<file path="config.mk">
export PLATFORM = sky130hd
export DESIGN_NAME = mem_access_ctrl
export DESIGN_NICKNAME = d
export VERILOG_FILES = /design/src/rtl/core_pkg.sv /design/src/rtl/mem_wait_timer.sv /design/src/rtl/mem_access_ctrl.sv
export SDC_FILE = /design/constraint.sdc
export NUM_CORES = 1
export LEC_CHECK = 0
export ABC_AREA = 1
export BUFFER_PORTS_ARGS = -buffer_cell sky130_fd_sc_hd__buf_2
export CORE_MARGIN = 2
export CORE_UTILIZATION = 50
export DETAILED_ROUTE_END_ITERATION = 8
export PLACE_DENSITY_LB_ADDON = 0.25
export SYNTH_ARGS = -nofsm -noshare
export SYNTH_HDL_FRONTEND = slang
export SYNTH_SLANG_ARGS = --single-unit
</file>
<file path="constraint.sdc">
create_clock -name clk -period 2.32 [get_ports clk]
set_input_delay 0.464 -clock clk [delete_from_list [all_inputs] [get_ports clk]]
set_output_delay 0.464 -clock clk [all_outputs]
set_load 0.02 [all_outputs]
</file>
<file path="src/rtl/core_pkg.sv">
// Shared core definitions: memory-op encodings, access-sequencer states and
// the captured request record used by the memory stage.
package core_pkg;

    localparam int DMEM_W = 16;

    typedef enum logic [1:0] {
        MEM_NONE = 2'b00,
        MEM_RD   = 2'b01,
        MEM_WR   = 2'b10,
        MEM_RSVD = 2'b11
    } mem_op_t;

    typedef enum logic [1:0] {
        ST_IDLE,
        ST_BEAT0,
        ST_BEAT1,
        ST_DONE
    } acc_state_t;

    typedef struct packed {
        mem_op_t               op;
        logic                  wide;
        logic [2*DMEM_W-1:0]   wrdata;
    } mem_req_t;

    // Only read and write start an access; reserved behaves like none.
    function automatic logic is_access(input mem_op_t op);
        return (op == MEM_RD) || (op == MEM_WR);
    endfunction

endpackage

</file>
<file path="src/rtl/mem_wait_timer.sv">
// Per-beat wait-state counter; expired fires on the last allowed wait cycle
// so the sequencer leaves the beat exactly MaxWait cycles after entering it.
module mem_wait_timer #(
    parameter int MaxWait = 15
) (
    input  logic clk,
    input  logic rst,
    input  logic clear,
    input  logic count,
    output logic expired
);

    localparam int CW = (MaxWait < 2) ? 1 : $clog2(MaxWait + 1);

    logic [CW-1:0] cnt;

    always_ff @(posedge clk or negedge rst) begin
        if (!rst)
            cnt <= '0;
        else if (clear)
            cnt <= '0;
        else if (count)
            cnt <= cnt + CW'(1);
    end

    assign expired = count && (cnt == CW'(MaxWait - 1));

endmodule

</file>
<file path="src/rtl/mem_access_ctrl.sv">
// Memory-stage sequencer: splits 32-bit transfers into two 16-bit beats,
// assembles read data for MEM/WB and stalls upstream while an access is live.
module mem_access_ctrl
    import core_pkg::*;
#(
    parameter int AddrWidth = 20,
    parameter int MaxWait   = 15
) (
    input  logic                 clk,
    input  logic                 rst,
    input  logic [1:0]           i_MemOp,
    input  logic                 i_Wide,
    input  logic [AddrWidth-1:0] i_Addr,
    input  logic [31:0]          i_WrData,
    input  logic                 i_MemReady,
    input  logic [DMEM_W-1:0]    i_RdData,
    output logic                 o_MemRd,
    output logic                 o_MemWr,
    output logic [AddrWidth-1:0] o_MemAddr,
    output logic [DMEM_W-1:0]    o_MemWrData,
    output logic [31:0]          o_MemData,
    output logic                 o_WbEnable,
    output logic                 o_Stall,
    output logic                 o_Fault
);

    acc_state_t           state, next_state;
    mem_req_t             req_q;
    logic [AddrWidth-1:0] addr_q;
    logic                 fault_q;
    logic                 in_beat;
    logic                 beat_ok;
    logic                 expired;
    mem_op_t              op_in;

    assign op_in   = mem_op_t'(i_MemOp);
    assign in_beat = (state == ST_BEAT0) || (state == ST_BEAT1);
    assign beat_ok = in_beat && i_MemReady;

    // Counter is held clear outside beats and on each completed beat, so it
    // starts from zero on entry to every beat.
    mem_wait_timer #(.MaxWait(MaxWait)) u_wait (
        .clk     (clk),
        .rst     (rst),
        .clear   (!in_beat || i_MemReady),
        .count   (in_beat && !i_MemReady),
        .expired (expired)
    );

    always_ff @(posedge clk or negedge rst) begin
        if (!rst)
            state <= ST_IDLE;
        else
            state <= next_state;
    end

    always_comb begin
        next_state = state;
        case (state)
            ST_IDLE:  if (is_access(op_in)) next_state = ST_BEAT0;
            ST_BEAT0: begin
                if (i_MemReady)
                    next_state = req_q.wide ? ST_BEAT1 : ST_DONE;
                else if (expired)
                    next_state = ST_DONE;
            end
            ST_BEAT1: if (i_MemReady || expired) next_state = ST_DONE;
            ST_DONE:  next_state = ST_IDLE;
            default:  next_state = ST_IDLE;
        endcase
    end

    // Every output is gated by rst so reset forces them low without waiting
    // for a clock.
    always_comb begin
        o_MemRd     = 1'b0;
        o_MemWr     = 1'b0;
        o_MemAddr   = '0;
        o_MemWrData = '0;
        o_WbEnable  = 1'b0;
        o_Stall     = 1'b0;
        o_Fault     = 1'b0;
        if (rst) begin
            case (state)
                ST_IDLE: begin
                    o_Stall    = is_access(op_in);
                    o_WbEnable = !is_access(op_in);
                end
                ST_BEAT0: begin
                    o_Stall     = 1'b1;
                    o_MemRd     = (req_q.op == MEM_RD);
                    o_MemWr     = (req_q.op == MEM_WR);
                    o_MemAddr   = addr_q;
                    o_MemWrData = req_q.wide ? req_q.wrdata[31:16] : req_q.wrdata[15:0];
                end
                ST_BEAT1: begin
                    o_Stall     = 1'b1;
                    o_MemRd     = (req_q.op == MEM_RD);
                    o_MemWr     = (req_q.op == MEM_WR);
                    o_MemAddr   = addr_q + AddrWidth'(1);
                    o_MemWrData = req_q.wrdata[15:0];
                end
                ST_DONE: begin
                    o_WbEnable = 1'b1;
                    o_Fault    = fault_q;
                end
                default: ;
            endcase
        end
    end

    always_ff @(posedge clk or negedge rst) begin
        if (!rst) begin
            req_q     <= '0;
            addr_q    <= '0;
            o_MemData <= '0;
            fault_q   <= 1'b0;
        end else begin
            if (state == ST_IDLE && is_access(op_in)) begin
                req_q.op     <= op_in;
                req_q.wide   <= i_Wide;
                req_q.wrdata <= i_WrData;
                addr_q       <= i_Addr;
            end

            // Read data only moves on completed read beats; writes and
            // aborted accesses leave the last value in place.
            if (beat_ok && req_q.op == MEM_RD) begin
                if (state == ST_BEAT0) begin
                    if (req_q.wide)
                        o_MemData[31:16] <= i_RdData;
                    else
                        o_MemData <= {16'h0000, i_RdData};
                end else begin
                    o_MemData[15:0] <= i_RdData;
                end
            end

            if (in_beat && !i_MemReady && expired)
                fault_q <= 1'b1;
            else if (state == ST_DONE)
                fault_q <= 1'b0;
        end
    end

endmodule

</file>
# Word level (Yosys, flattened, before mapping)
# Cells that the tools add are included.
[word_totals] word_cells=71 latchBits=0 mem_bits_ro=0 memories=0 register_bits=94 mem_bits_rw=0 in_bits=74
[op_classes] addsub=2 div_mod_pow=0 n_reduce_logical=20 n_mux=28 order_cmp=0 n_eq_ne=12 mul=0 shift=0 bitwise_logic=0
[op_table] operator="16-bit two-way mux" n=5
[op_table] operator="20-bit case mux with 2 select lines" n=1
[op_table] operator="16-bit case mux with 2 select lines" n=1
[op_table] operator="20-bit by 1-bit adder with 20-bit output, second input constant" n=1
[op_table] operator="20-bit two-way mux" n=1
[op_table] operator="1-bit two-way mux" n=11
[op_table] operator="2-bit equality test, second input constant" n=4
[op_table] operator="2-bit two-way mux" n=4
[op_table] operator="4-bit two-way mux" n=2
[op_table] operator="2-bit case mux with 4 select lines" n=1
[op_table] operator="2-bit by 1-bit equality test with 1-bit output, second input constant" n=3
[op_table] operator="1-bit logical AND" n=6
[op_table] operator="4-bit by 1-bit adder with 4-bit output, second input constant" n=1
[op_table] operator="4-bit equality test, second input constant" n=1
[op_table] operator="1-bit logical OR" n=4
[op_table] operator="2-bit inequality test, second input constant" n=2
[op_table] operator="1-bit case mux with 2 select lines" n=2
[op_table] operator="2-bit AND reduction" n=2
[op_table] operator="2-bit nonzero test" n=2
[op_table] operator="1-bit zero test" n=3
[op_table] operator="3-bit inequality test, second input constant" n=1
[op_table] operator="3-bit AND reduction" n=1
[op_table] operator="2-bit zero test" n=1
[op_table] operator="2-bit by 1-bit inequality test with 1-bit output, second input constant" n=1
[op_table] operator="2-bit OR reduction" n=1

# Depth between registers and ports, before layout
# Gate-level depths: netlist (run 1).
[depth] ltp_word=7 depth_mapped=9

# Cells and area by module
# From an unflattened synthesis (run 1), not the netlist that was laid out.
[hier_totals] hier_cells=623 area_unflattened_um2=4906.0
[by_module_without_submodules] mod="mem_access_ctrl" seq_area_each_um2=2252.2 cells_per_inst=596 area_per_inst_um2=4684.5 instances=1
[by_module_without_submodules] mod="mem_wait_timer" seq_area_each_um2=100.1 cells_per_inst=27 area_per_inst_um2=221.5 instances=1

# Worst setup path after synthesis (run 1)
# No wires, ideal clock.
[synth_path] path_type="register to output" startpoint="register state[0]" endpoint="output o_MemWrData[0]" t_arrival_ns=1.753 stages_incl_launch_ff=7 t_required_ns=1.856 n_path_buf=0 path_slack_ns=0.103 cell_sequence="dfrtp_1 inv_1 ha_1 nand2_2 clkinv_4 nand2_2 a211oi_1"
[synth_via] elab_chain_len=3
[synth_lines] element="from (decl)" line_no="mem_access_ctrl.sv:27" text="acc_state_t state, next_state;"
[synth_lines] element="from (signal assigned)" line_no="mem_access_ctrl.sv:54" text="state <= next_state;"
[synth_lines] element="2-bit equality test or 2-bit by 1-bit equality test with 1-bit output (tied branches)" line_no="mem_access_ctrl.sv:84" text="case (state)"
[synth_lines] element="16-bit case mux with 2 select lines *" line_no="mem_access_ctrl.sv:84"
[synth_lines] element="16-bit two-way mux *" line_no="mem_access_ctrl.sv:83" text="if (rst) begin"
[synth_lines] element="to (decl)" line_no="mem_access_ctrl.sv:20" text="output logic [DMEM_W-1:0] o_MemWrData,"
# Every way passes the cells marked *; elsewhere a longest branch is shown, timed or not.

# Final worst setup path (run 1)
[layout_path] startpoint="register state[1]" endpoint="output o_MemWrData[7]"
# The elaborated chain is that of the path after synthesis.

==> out/metrics.yaml, run 1 <==
timing:
  final_hold_viol_count: 0
  setup_tns_ns: -0.131
  rsz0062_at_grt: "yes"
  slew_viol_final: 0
  worst_pin_slew_ns: 0.870
  setup_viol: 9
  finalHoldWorstSlack_ns: 0.136
  fin_ws_ns: -0.0275
  slew_headroom: 0.420
  finalCritPeriodShare: 1.01
  clock.fmax_ghz: 0.426
  fin_skew_ns: 0.0155
  layout_min_cycle_time_ns: 2.35
placed_design:
  port_buffers: 146
  dpl.hpwl_um: 9330
  gp_congestion: 0.895
  place_inst: 874
run:
  cap_violations: 0
power_and_ir_drop:
  p_sw_w: 0.00413
  peakVddDrop_mv: 0.595
  clkPwrFrac: 0.123
  switching_share: 0.476
  seqPwrFrac: 0.333
  power.density_mw_per_mm2: 1310
  internal-power_w: 0.00455
  power.leakage_nw: 3.34
  comb_power_share: 0.544
clocking:
  clkLatencyLatePin_ns: 0.37
  cts_max_level: 3
  cts.sinks: 94
  clk_pin_slew_ns: 0.11
  cts.path.max_buffers: 2
  cts_tree: "done"
  cts_inserted_buffers: 9
  clock-root-buffer: "clkbuf_8"
detailed_routing:
  routed.top_layer: "met4"
  vias_per_cell: 5.34
  route.met2.wl_um: 7120
  drtPass1Iterations: 5
  ant_nets: 0
  drc: 0
  routed_wl_um: 14500
  wl_met1_um: 6020
  drtIter0Drc: 332
  route.vias.total: 4907
  routedWlPerCell_um: 15.8
  route.met3.wl_um: 1130
global_routing:
  antenna_found_initial: 0
  grt_pass1_vias: 4555
  grt_overflow: 0
  grt_pass1_wl_um: 21200
  grt.total_usage: 0.257
  grt_max_degree: 69
synth:
  synth_largest_area_cell: "dfrtp_1"
  synth_cell_type_count: 38
  synth.area.top_cells: "dfrtp_1 48%, nand2_1 16%, o21ai_0 6.4%"
  async_reset_ff_frac: 1.00
  ys_top_cells_by_count: "201 x nand2_1, 94 x dfrtp_1, 62 x o21ai_0, 60 x inv_1, 25 x o21ai_1"
  synth_area_mm2: 0.00486
  synth_flop_cell: "dfrtp_1"
  syn_nets: 694
  synthMostInstantiatedCell: "nand2_1"
  synth-edff-count: 0
  yosys_warnings: 0
  postSynthCellCount: 611
  ys_ff_latch: 94
  synth_top_area_share: 0.484
  seq_area_frac_synth: 0.484
  syn_area_per_cell_um2: 7.96
hold_path:
  hp-class: "in -> async"
final_layout:
  final_core_util: 0.713
  synthToLayoutAreaGrowth_pct: 36.8
  instances_no_fill: 919
  layout-drive-gt1-share: 0.371
  antenna_cells: 0
  num-nets-final: 868
critical_path:
  ff2ff_setup_slack_ns: 0.36
  cp.arrival_ns: 1.88
  crit_start: "state[1]"
  timing.rr.end: "o_MemData[12]"
  worstSetupEndpoint: "o_MemWrData[7]"
  regToRegStartpoint: "state[0]"
  path_max_fanout: 8
  end_kind: "output pin"
  cp-start-kind: "flop"
  crit_required_ns: 1.86
  reg2regPathDepth: 8
  timing_worst_setup_path_type: "reg -> out"
floorplanning:
  fp.dieArea_mm2: 0.0105
  coreArea_mm2: 0.00933
  initial_utilization: 0.521
  die_w_um: 103
  die_h_um: 103
  ioPinCount: 147
  rows: 35
run_status:
  violations: "negative setup slack"
  status: "finished with violations"
worst min-delay path by stage:
| stage | endpoint | slack [ns] | from |
|---|---|---|---|
| 3_3_place_gp | addr_q[3] | 0.28 | rst |
| 3_5_place_dp | addr_q[3] | 0.28 | rst |
| 5_1_grt | fault_q | 0.12 | rst |
| 4_1_cts | u_wait.cnt[2] | 0.07 | rst |
| 6_report | addr_q[0] | 0.14 | rst |
| 2_1_floorplan | addr_q[0] | 0.17 | rst |
final cells by class:
type	instances	area, µm²
Timing Repair Buffer	187	1250
Multi-Input combinational cell	424	2400
Tap cell	129	161
Inverter	67	278
Clock buffer	9	124
Timing Repair inverter	2	12.5
Fill cell	727	2680
Clock inverter	7	67.6
Sequential cell	94	2350
per-stage QoR:
stage          instance area (µm²)  setup slack, ns  power (W)
2_1_floorplan                 4860            0.103    0.00525
3_3_place_gp                  5720            0.160    0.00626
3_5_place_dp                  5720           0.0607    0.00641
4_1_cts                       6140          -0.0259    0.00776
5_1_grt                       6650           -0.194    0.00927
6_report                      6650          -0.0275    0.00868
flip-flops by register name, summed over array words and instances, names as in the netlist:
register / flops
req_q: 35
o_MemData: 32
addr_q: 20
u_wait.cnt: 4
state: 2
fault_q: 1
power groups by stage:
stage,Sequential (W),Combinational (W),Clock [W]
floorplan,0.00301,0.00225,0
global placement,0.00284,0.00343,0
detailed placement,0.00287,0.00354,0
CTS,0.00283,0.00384,0.00109
global route,0.00297,0.00514,0.00116
finish,0.00289,0.00472,0.00107
placed cells by master, fill, tap and decap left out, drive strengths merged, types with 5 or more instances in the layout:
cell	instances
nand2	210
buf	184
dfrtp	94
o21ai	90
inv	67
nor2	26
a21oi	22
nor3	21
a211oi	18
nand3	14
clkbuf	11
ha	9
nand4	5
clkinv	5
routing by layer:
layer | up-vias | track usage
li1 | 2320 | -
met1 | 2342 | 0.349
met2 | 224 | 0.411
met3 | 21 | 0.0522
met4 | 0 | 0.0954
met5 | - | 0
kinds of logic after synthesis:
| kind of cell | after synthesis | synth area share |
|---|---|---|
| fa+ha+maj | 9 | 0.0232 |
| xor+xnor | 1 | 0.00180 |
| buf+inv | 94 | 0.0855 |
| simple gates | 276 | 0.237 |
| compound gates | 137 | 0.168 |
| flops | 94 | 0.484 |
what timing repair did:
action	in CTS	in global routing
gates cloned	1	4
setup endpoints to repair	30	37
hold buffers	1	0
buffers inserted	8	15
pin swaps	6	30
hold endpoints to repair	1	0
gates resized for setup	48	85
critical path, cell delays in order (launching register included):
cell and delay, ns:
dfrtp_1 0.40, inv_2 0.14, ha_4 0.23, nand2_8 0.09
clkinvlp_4 0.20, nand2_1 0.10, a211oi_2 0.19, buf_4 0.17
No activity file was read; power rests on OpenSTA's default activity.
==> run 2: changes to the inputs <==
--- a/config.mk
+++ b/config.mk
@@ -7,6 +7,7 @@
 export LEC_CHECK = 0
 export ABC_AREA = 1
 export BUFFER_PORTS_ARGS = -buffer_cell sky130_fd_sc_hd__buf_2
+export CORE_ASPECT_RATIO = 0.75
 export CORE_MARGIN = 2
 export CORE_UTILIZATION = 50
 export DETAILED_ROUTE_END_ITERATION = 8
==> constraint.sdc (replaced) <==
create_clock -name clk -period 2.32 [get_ports clk]
set_input_delay 0.464 -clock clk [delete_from_list [all_inputs] [get_ports clk]]
set_output_delay 0.464 -clock clk [all_outputs]
set_load 0.005 [all_outputs]
==> run 2 against run 1 <==
The run still ends with negative setup slack left; hold slack got worse by 0.036 ns; non-clock buffer count decreased by 11; clock power increased by 53%; global-route usage decreased by 0.62 points; count of clock-buffer cells in the layout increased by 1; sequential share of layout area increased by 1.5 points; final cell count decreased by 0.87%; core utilization decreased by 4.4 points; critical path depth increased by 4; die area about the same; via count decreased by 4.1%; highest routed layer unchanged.
==> out/metrics.yaml, run 2 (synthesized netlist as in run 1, its figures left out) <==
run_status:
  status: "finished with violations"
  violations: "negative setup slack"
power_and_ir_drop:
  total_power_w: 0.00816  # -6.0%
  power.density_mw_per_mm2: 1280  # -2.1%
  peakVddDrop_mv: 0.588  # -1.2%
  power.leakage_nw: 3.30  # -1.2%
detailed_routing:
  drc: 0  # unchanged
  drtPass1Iterations: 4  # -1
  routed_wl_um: 13600  # -6.5%
  route.vias.total: 4707  # -4.1%
  routedWlPerCell_um: 14.9  # -5.7%
  vias_per_cell: 5.17  # -3.2%
  ant_nets: 0  # unchanged
  drtIter0Drc: 299  # -9.9%
floorplanning:
  ioPinCount: 147  # unchanged
  die_h_um: 89.4  # -13%
  initial_utilization: 0.509  # -0.0117
  fp.dieArea_mm2: 0.0105  # about the same
  die_w_um: 118  # +15%
  coreArea_mm2: 0.00954  # +2.3%
  rows: 31  # -11%
final_layout:
  layout-drive-gt1-share: 0.329  # -0.0423
  mostFrequentLayoutCell: "nand2_1"
  largest_reg_flops: 35  # unchanged
  final_cell_mix: "197 x nand2_1, 145 x buf_2, 92 x dfrtp_1"
  nFillCells: 810  # +11%
  fin_area_mm2: 0.00638  # -4.0%
  max_flop_register: "req_q"
  synthToLayoutAreaGrowth_pct: 31.3
  num-nets-final: 857  # -1.3%
  reg.largest.list: "req_q x35, o_MemData x32, addr_q x20"
  antenna_cells: 0  # unchanged
critical_path:
  end_kind: "output pin"
  path_max_fanout: 6  # -2
  cp-start-kind: "flop"
  crit_required_ns: 1.86  # about the same
  max_stage_delay_ns: 0.39  # about the same
  cp_slowest_cell: "dfrtp_1"
  path_cells: "buf_6 -> nand2_4 -> nor2_4 -> nand2_2 -> nor2_4 -> buf_6 -> nand3_2 -> nand2_1 -> nand2_1 -> a21oi_2 -> buf_2"
  cp.arrival_ns: 1.89  # about the same
  timing_worst_setup_path_type: "reg -> out"
timing:
  clock.fmax_ghz: 0.426  # -0.11%
  fin_ws_ns: -0.0301  # -0.00256 ns
  slew_viol_final: 0  # unchanged
  finalCritPeriodShare: 1.01  # +0.00110
  slew_headroom: 0.521  # +0.101
  rsz0062_at_grt: "yes"
  setup_tns_ns: -0.0301  # +0.101 ns
  fin_skew_ns: 0.00398  # -0.0115 ns
  setup_viol: 1  # -8
  final_hold_viol_count: 0  # unchanged
  worst_pin_slew_ns: 0.719  # -0.151 ns
  layout_min_cycle_time_ns: 2.35  # +0.00256 ns
clocking:
  cts_max_level: 3  # unchanged
  cts.path.max_buffers: 2  # unchanged
  cts_tree: "done"
  clock-root-buffer: "clkbuf_16"
  clk_pin_slew_ns: 0.07  # -0.04 ns
  cts_inserted_buffers: 9  # unchanged
  cts.sinks: 94  # unchanged
  clkLatencyLatePin_ns: 0.34  # -0.03 ns
hold_path:
  hp-class: "in -> async"
global_routing:
  grt_pass1_wl_um: 21200  # +0.13%
  grt_overflow: 0  # unchanged
  grt_max_degree: 73  # +5.8%
  grt_pass1_vias: 4292  # -5.8%
  antenna_found_initial: 0  # unchanged
  grt.total_usage: 0.251  # -0.00616
placed_design:
  port_buffers: 146  # unchanged
  gp_congestion: 0.856  # -4.3%
  dpl.hpwl_um: 9200  # -1.4%
  place_area_mm2: 0.00572  # about the same
run:
  cap_violations: 0  # unchanged
## run 2: final cells by class
cell class | count | area (µm²) | area share
Timing Repair inverter | 2 | 15.0 | 0.00235
Clock buffer | 10 | 239 | 0.0374
Sequential cell | 94 | 2350 | 0.369
Clock inverter | 6 | 93.8 | 0.0147
Inverter | 67 | 263 | 0.0412
Timing Repair Buffer | 176 | 1010 | 0.158
Multi-Input combinational cell | 424 | 2240 | 0.351
Tap cell | 132 | 165 | 0.0259
## run 2: what timing repair did
action,4_1_cts,5_1_grt
setup endpoints to repair,27,32
cloned,2,1
hold buffers,0,0
resized for setup,18,27
buffers inserted,5,11
pin swaps,1,13
## run 2: worst max-delay path, delay by kind of cell, from the launching register on
family                 cells  cell delay (ns)
AND/OR/NAND/NOR            7             0.66
buffers and inverters      3             0.39
AO/OA/AOI/OAI              1             0.11
flip-flops                 1             0.39
## run 2: power breakdown
part,internal (W),total (W),switching (W)
logic,0.00142,0.00365,0.00224
clock network,0.000982,0.00164,0.000660
registers,0.00234,0.00286,0.000521
total,0.00474,0.00816,0.00342
## run 2: routing by layer
layer,up-vias,track usage,wire length [µm],share of wire
li1,2296,-,-,-
met1,2206,0.363,6350,0.47
met2,190,0.392,6130,0.45
met3,15,0.0510,969,0.071
met4,0,0.0635,133,0.0098
met5,-,0,0,0
## run 2: per-stage QoR
| stage | worst slack [ns] | util | hold WS, ns | std cells |
|---|---|---|---|---|
| finish | -0.0301 | 0.669 | 0.0991 | 911 |
| global route | -0.0997 | 0.669 | 0.108 | 911 |
| CTS | -0.00520 | 0.648 | 0.0969 | 899 |
| detailed placement | 0.0709 | 0.599 | 0.470 | 876 |
| global placement | 0.173 | 0.599 | 0.462 | 876 |
| floorplan | 0.322 | - | 0.168 | 611 |
## run 2: worst paths after layout
check,slack (ns),from,cells past startpoint,endpoint
hold reg to reg,0.49,o_MemData[13],2,o_MemData[13]
min in group clk,0.31,i_Addr[11],3,addr_q[11]
hold / removal,0.1,rst,2,addr_q[1]
setup reg to reg,0.39,state[0],8,o_MemData[18]
setup / recovery,-0.03,addr_q[1],11,o_MemAddr[19]
max in group asynchronous,1.25,rst,3,req_q[25]
